<file path="config.mk">
export PLATFORM = sky130hd
export DESIGN_NAME = popcount_decode_int16
export DESIGN_NICKNAME = d
export VERILOG_FILES = /design/src/rtl/popcount_decode_int16_pkg.sv /design/src/rtl/popcount_decode_int16_thermo_rotate.sv /design/src/rtl/popcount_decode_int16.sv
export SDC_FILE = /design/constraint.sdc
export NUM_CORES = 1
export LEC_CHECK = 0
export CELL_PAD_IN_SITES_DETAIL_PLACEMENT = 2
export CELL_PAD_IN_SITES_GLOBAL_PLACEMENT = 2
export CORE_ASPECT_RATIO = 2
export CORE_MARGIN = 5
export CORE_UTILIZATION = 30
export DETAILED_ROUTE_END_ITERATION = 8
export PLACE_DENSITY_LB_ADDON = 0.1
export SYNTH_ARGS = -nofsm -noshare
export SYNTH_HDL_FRONTEND = slang
export SYNTH_SLANG_ARGS = --single-unit
</file>
<file path="constraint.sdc">
create_clock -name clk -period 3.25 [get_ports clk]
set_input_delay 0.65 -clock clk [delete_from_list [all_inputs] [get_ports clk]]
set_output_delay 0.65 -clock clk [all_outputs]
set_load 0.05 [all_outputs]
</file>
<file path="src/rtl/popcount_decode_int16_pkg.sv">
// Shared constants for the popcount encode/decode blocks, plus the popcount_int16
// function that is the inverse of popcount_decode_int16.
package popcount_decode_int16_pkg;

    localparam int WIDTH_DEF = 16;
    localparam int CNT_W     = 5;
    localparam int MAX_CNT   = 16;

    function automatic logic [CNT_W-1:0] popcount_int16(input logic [15:0] v);
        logic [CNT_W-1:0] n;
        n = '0;
        for (int i = 0; i < 16; i++) begin
            n = n + CNT_W'(v[i]);
        end
        return n;
    endfunction

endpackage

</file>
<file path="src/rtl/popcount_decode_int16_thermo_rotate.sv">
// Combinational thermometer generator followed by a left rotate.
// count ones starting at bit offset, wrapping from the MSB back to bit 0.
module thermo_rotate_nbit
    import popcount_decode_int16_pkg::*;
#(
    parameter int WIDTH = WIDTH_DEF,
    parameter int CW    = CNT_W,
    parameter int OW    = $clog2(WIDTH)
) (
    input  logic [CW-1:0]    count,
    input  logic [OW-1:0]    offset,
    output logic [WIDTH-1:0] mask
);

    localparam int SW = OW + 1;

    logic [WIDTH-1:0] thermo;
    logic [SW-1:0]    back_sh;

    always_comb begin
        thermo = '0;
        for (int i = 0; i < WIDTH; i++) begin
            thermo[i] = (CW'(i) < count);
        end
    end

    // Shifting right by the full width when offset is 0 yields zero, so no special case.
    assign back_sh = SW'(WIDTH) - SW'(offset);
    assign mask    = (thermo << offset) | (thermo >> back_sh);

endmodule

</file>
<file path="src/rtl/popcount_decode_int16.sv">
// Two-stage pipelined popcount decoder: turns a count and offset into a rotated
// thermometer mask, flagging (and saturating) out-of-range counts.
module popcount_decode_int16
    import popcount_decode_int16_pkg::*;
#(
    parameter int WIDTH = WIDTH_DEF
) (
    input  logic             clk,
    input  logic             rst_n,
    input  logic             in_valid,
    output logic             in_ready,
    input  logic [WIDTH-1:0] Cnt,
    input  logic [3:0]       Ofs,
    output logic             out_valid,
    input  logic             out_ready,
    output logic [WIDTH-1:0] Y,
    output logic             Err
);

    // Handshake: a beat moves on a rising edge where valid and ready are both high;
    // valid and its data stay put until then, and ready never looks at valid.

    logic             s1_valid;
    logic [CNT_W-1:0] s1_cnt;
    logic [3:0]       s1_ofs;
    logic             s1_err;

    logic             s2_valid;
    logic [WIDTH-1:0] s2_y;
    logic             s2_err;

    logic             s1_adv;
    logic             req_err;
    logic [CNT_W-1:0] req_cnt;
    logic [WIDTH-1:0] mask;

    assign s1_adv   = !s2_valid || out_ready;
    assign in_ready = !s1_valid || s1_adv;

    always_comb begin
        req_err = (|Cnt[WIDTH-1:CNT_W]) || (Cnt[CNT_W-1:0] > CNT_W'(MAX_CNT));
        req_cnt = req_err ? CNT_W'(MAX_CNT) : Cnt[CNT_W-1:0];
    end

    always_ff @(posedge clk or negedge rst_n) begin
        if (!rst_n) begin
            s1_valid <= 1'b0;
            s1_cnt   <= '0;
            s1_ofs   <= '0;
            s1_err   <= 1'b0;
        end else if (in_ready) begin
            s1_valid <= in_valid;
            if (in_valid) begin
                s1_cnt <= req_cnt;
                s1_ofs <= Ofs;
                s1_err <= req_err;
            end
        end
    end

    thermo_rotate_nbit #(
        .WIDTH (WIDTH),
        .CW    (CNT_W),
        .OW    (4)
    ) u_thermo_rotate (
        .count  (s1_cnt),
        .offset (s1_ofs),
        .mask   (mask)
    );

    // Stage 2 data only changes when a real result moves in, keeping Y quiet on bubbles.
    always_ff @(posedge clk or negedge rst_n) begin
        if (!rst_n) begin
            s2_valid <= 1'b0;
            s2_y     <= '0;
            s2_err   <= 1'b0;
        end else if (s1_adv) begin
            s2_valid <= s1_valid;
            if (s1_valid) begin
                s2_y   <= mask;
                s2_err <= s1_err;
            end
        end
    end

    assign out_valid = s2_valid;
    assign Y         = s2_y;
    assign Err       = s2_err;

endmodule

</file>
== Yosys cells after proc, flatten, opt, wreduce, memory -nomap -nowiden ==
Index checks and enable logic that the tools add are counted.

* Output and inout bits: 19
* Word-level logic and storage cells: 37
* Flip-flop bits (word level): 29

* Reductions and logical operators: 8
* Add/sub/neg operators: 1
* $lt $le $gt $ge: 17
* Bitwise operators: 1
* Muxes and demuxes: 1
* Shifts and indexed selects: 2

{| class="wikitable"
|+ Operators by type and width
! kind !! count
|-
| $lt 4x5->1 const A || 8
|-
| $lt 3x5->1 const A || 4
|-
| $or 16x16->16 || 1
|-
| $shl 16x4->16 || 1
|-
| $shr 16x5->16 || 1
|-
| $reduce_or 11->1 || 1
|-
| $lt 1x5->1 const A || 2
|-
| $lt 2x5->1 const A || 2
|-
| $gt 5x5->1 const B || 1
|-
| $mux 5 || 1
|-
| $sub 5x4->5 const A || 1
|-
| $reduce_and 2->1 || 2
|-
| $logic_or 1x1->1 || 3
|-
| $logic_not 1->1 || 2
|}

== Longest topological paths before layout ==
* Depth after elaboration: 4
* Mapped depth: 11
* Gate-level depth less buffers: 7

== Hierarchy ==
A second synthesis with hierarchy kept.

* Cells, all modules: 303
* Area, all modules: 2521.2 µm²

{| class="wikitable"
|+ By module, submodules not included
! module !! times used !! area each (µm²) !! sequential area each (µm²) !! cells an instance
|-
| thermo_rotate_nbit || 1 || 1352.5 || 0.0 || 229
|-
| popcount_decode_int16 || 1 || 1168.6 || 725.7 || 74
|}

== Worst setup path before layout ==
No wires, ideal clock.

* Kind: flip-flop to flip-flop
* Start: reg s1_ofs[0]
* End: reg s2_y[1] (netlist: Y[1])
* Data required time: 3121 ps
* Arrival time: 2190 ps
* Cell stages (with the launch flop): 12
* Path slack: 932 ps
* Library setup time: 129 ps
* Path through: dfrtp_1 buf_2 buf_2 inv_1 ha_1 buf_2 xor2_4 buf_4 a211oi_1 nor3_1 a221oi_1 a21oi_1

* Longest elaborated chain between the ends: 3
* Elaborated cells on any way between the ends: 4
* Those cells by class: add/sub: 1; shift: 2; bitwise: 1

{| class="wikitable"
|+ Ends and longest elaborated chain
! item !! RTL line !! RTL
|-
| from (decl) || popcount_decode_int16.sv:25 || <nowiki>logic [3:0] s1_ofs;</nowiki>
|-
| from (signal assigned) || popcount_decode_int16.sv:55 || <nowiki>s1_ofs <= Ofs;</nowiki>
|-
| $sub 5x4->5 || popcount_decode_int16_thermo_rotate.sv:28 || <nowiki>assign back_sh = SW'(WIDTH) - SW'(offset);</nowiki>
|-
| $shr 16x5->16 || popcount_decode_int16_thermo_rotate.sv:29 || <nowiki>assign mask = (thermo << offset) | (thermo >> back_sh);</nowiki>
|-
| $or 16x16->16 * || popcount_decode_int16_thermo_rotate.sv:29 ||
|-
| to (signal assigned) || popcount_decode_int16.sv:80 || <nowiki>s2_y <= mask;</nowiki>
|-
| to (decl) || popcount_decode_int16.sv:29 || <nowiki>logic [WIDTH-1:0] s2_y;</nowiki>
|}

Every way passes the cells marked *; elsewhere a longest branch is shown, timed or not.
A chain may end at the register's enable or synchronous reset.

== Worst setup path after layout ==
* Start: in out_ready
* End: out in_ready

* Longest elaborated chain between the ends: 2

{| class="wikitable"
|+ Ends and longest elaborated chain
! item !! RTL line !! RTL
|-
| from (decl) || popcount_decode_int16.sv:15 || <nowiki>input logic out_ready,</nowiki>
|-
| $logic_or 1x1->1 || popcount_decode_int16.sv:37 || <nowiki>assign s1_adv = !s2_valid || out_ready;</nowiki>
|-
| $logic_or 1x1->1 || popcount_decode_int16.sv:38 || <nowiki>assign in_ready = !s1_valid || s1_adv;</nowiki>
|-
| to (decl) || popcount_decode_int16.sv:11 || <nowiki>output logic in_ready,</nowiki>
|}

Every way passes these cells.

==> impl_metrics.json <==
{
  "share_seq_of_total_power": 0.275,
  "async_reset_ff_frac": 1.00,
  "worst_clock_skew_ns": 0.00470,
  "cts_post_setup_buffers_inserted": 0,
  "finalSetupTns_ns": 0,
  "grt_max_degree": 33,
  "initial_detailed_routing_violation_count": 147,
  "postCtsResizedCells": 0,
  "buffer_ports.inserted": 42,
  "logic_depth_of_the_worst_register_to_register_path": 7,
  "post-route-worst-setup-slack_ns": 0.497,
  "p_leak_nw": 1.17,
  "tritoncts.num_buffers": 5,
  "final_common_cell": "sky130_fd_sc_hd__clkdlybuf4s50_1",
  "peak_clock_frequency_supported_by_timing_mhz": 363,
  "worstSkewPairLatency_ns": 0.28,
  "cts_tree": "built",
  "clkPwrFrac": 0.262,
  "outcome": "finished, final reports clean",
  "vdd_ir_drop_max_mv": 0.208,
  "crit_path_max_fanout": 4,
  "fp.coreArea_um2": 8230,
  "tightest_slew_ns": 0.856,
  "remaining_drc_errors": 0,
  "vias_in_the_first_global_route": 3058,
  "synthesis.area_per_instance_um2": 7.53,
  "vias": 2873,
  "power.share.switching": 0.429,
  "power.density_cell_area_nw_per_um2": 550,
  "postRouteWirelength_um": 11000,
  "worst_ep_arrival_time_ns": 2.10,
  "combined_flip_flop_and_latch_cell_area_um2": 726,
  "top_ports": 43,
  "fp-row-count": 47,
  "grt_pass1_wl_um": 17200,
  "hold_violations": 0,
  "critical-path-top-cell-by-count": "sky130_fd_sc_hd__clkdlybuf4s50_1",
  "clk_root_buf": "sky130_fd_sc_hd__clkbuf_16",
  "yosys_warnings": 0,
  "postSynthCellCount": 332,
  "area_growth_pct": 27.5,
  "diodes_inserted": 0,
  "place.gp.congestion": 0.876,
  "firstDrtPassIters": 4,
  "cts.hold.buffers_added": 0,
  "critPathMaxStageDelay_ns": 0.83,
  "drive_above_1_share": 0.101,
  "detail_route.wl_per_cell_um": 23.5,
  "clkSlewWorstSetupHoldPaths_ns": 0.05,
  "regToRegSetupSlack_ns": 0.88,
  "final_antenna_net_count": 0,
  "initial_cell_density_of_the_core": 0.303,
  "relSlewSlack": 0.429,
  "mappedNetlistNets": 357,
  "cts.sinks": 29,
  "ys_seq_area_frac": 0.290,
  "rsz0062_at_grt": "no",
  "dominantRegCellSynth": "sky130_fd_sc_hd__dfrtp_1",
  "die_width_um": 74.5,
  "min_delay_path_depth": 2,
  "pwr-share-comb": 0.464,
  "dpl_worst_slack_ns": 0.490,
  "final.min_clock_period_ns": 2.75,
  "power.internal_w": 0.00100,
  "finalCritPeriodShare": 0.847,
  "most-common-layout-cells": "sky130_fd_sc_hd__clkdlybuf4s50_1, sky130_fd_sc_hd__nor2_1, sky130_fd_sc_hd__a21oi_1, sky130_fd_sc_hd__nand2_1, sky130_fd_sc_hd__o21ai_0",
  "synth_area_um2": 2500,
  "timing_worst_setup_path_type": "primary input to output port",
  "floorplan_die_area_um2": 10400,
  "cp_data_required_time_ns": 2.60,
  "via_per_inst": 6.17,
  "maxCapViolations": 0,
  "timing.final.setup_violations": 0,
  "multi_input_logic_area_um2": 1600,
  "fin_nets": 393,
  "die_height_um": 139,
  "total_switching_power_w": 0.000751,
  "grtUsageTotal": 0.221,
  "min_path_type": "register to register",
  "synth_enable_flop_cells": 0,
  "clock_tree.htree_level_count": 2,
  "cp-start-kind": "primary input",
  "yosysUniqueCellTypes": 59,
  "dp.final_hpwl_um": 8170,
  "antenna_violations_before_repair": 0,
  "critical-path-slowest-cell": "sky130_fd_sc_hd__clkdlybuf4s50_1",
  "synth.ff_latch_count": 29,
  "cell_breakdown_of_the_critical_path": "clkdlybuf4s50_1 > nand3b_1 > clkdlybuf4s50_1",
  "nFillCells": 995,
  "timing.final.max_slew_violations": 0,
  "clock_path_buffers": 2,
  "global_route.overflow_total": 0,
  "crit_path_end_kind": "output port"
}
[power groups by stage]
stage | combinational (W) | clock (W) | sequential, W
3_3_place_gp | 0.000802 | 0 | 0.000482
6_report | 0.000813 | 0.000459 | 0.000482
3_5_place_dp | 0.000813 | 0 | 0.000487
2_1_floorplan | 0.000346 | 0 | 0.000656
4_1_cts | 0.000817 | 0.000478 | 0.000482
5_1_grt | 0.000870 | 0.000482 | 0.000490
[flip-flops by register name, indices dropped and copies added, names as in the netlist]
register and count:
Err 1, Y 16, out_valid 1, s1_cnt 5, s1_err 1, s1_ofs 4, s1_valid 1
[synth_stat cells, types with 10 or more instances]
library cell               count  area [µm²]
sky130_fd_sc_hd__a31oi_1      13        81.3
sky130_fd_sc_hd__o21ai_0      30         150
sky130_fd_sc_hd__nand2_1      30         113
sky130_fd_sc_hd__a21oi_1      30         150
sky130_fd_sc_hd__buf_2        10        50.1
sky130_fd_sc_hd__nor2_1       34         128
sky130_fd_sc_hd__clkbuf_1     17        63.8
sky130_fd_sc_hd__dfrtp_1      29         726
[worst paths after layout]
check / startpoint / end
hold reg to reg: Y[15] / Y[15]
max in group asynchronous: rst_n / Y[9]
hold / removal: Y[15] / Y[15]
setup reg to reg: s1_ofs[1] / Y[11]
setup / recovery: out_ready / in_ready
min in group asynchronous: rst_n / Y[1]
[layer usage]
metal | GRT usage | vias to the layer above | wire length [µm]
li1 | - | 1324 | -
met2 | 0.391 | 83 | 5990
met4 | 0.116 | 0 | 572
met5 | 0 | - | 0
met3 | 0.0247 | 25 | 340
met1 | 0.248 | 1441 | 4040
[worst max-delay path, delay by kind of cell]
kind / cells / cell delay, ns
buf+inv: 2 / 1.29
simple gates: 1 / 0.17
[cells by family (layout without fill, tap and decap cells)]
group	count (synthesis)	after routing	share of synthesized area
AO/OA/AOI/OAI	137	137	0.370
XOR/XNOR	2	2	0.0145
adder cells (fa/ha/maj)	3	3	0.0130
buffers and inverters	40	76	0.0681
flip-flops	29	29	0.290
multiplexers	5	5	0.0220
AND/OR/NAND/NOR	116	116	0.222
[metrics by stage]
step | utilization | total power [W] | hold slack [ns] | cell area [µm²] | std cells
final | 0.387 | 0.00175 | 0.468 | 3190 | 466
after global routing | 0.387 | 0.00184 | 0.513 | 3190 | 466
after CTS | 0.387 | 0.00178 | 0.483 | 3190 | 466
after detailed placement | 0.370 | 0.00130 | 0.471 | 3040 | 459
after global placement | 0.370 | 0.00128 | 0.449 | 3040 | 459
after floorplan | - | 0.00100 | 0.354 | 2500 | 332
[final cells by class]
| cell class | count | area share |
|---|---|---|
| multi-input cells | 263 | 0.503 |
| flip-flops and latches | 29 | 0.228 |
| repair buffers | 61 | 0.177 |
| clock buffers | 7 | 0.0448 |
| well taps | 98 | 0.0385 |
| inverters | 8 | 0.00942 |
Note: power is estimated with default switching activity, not from simulation.
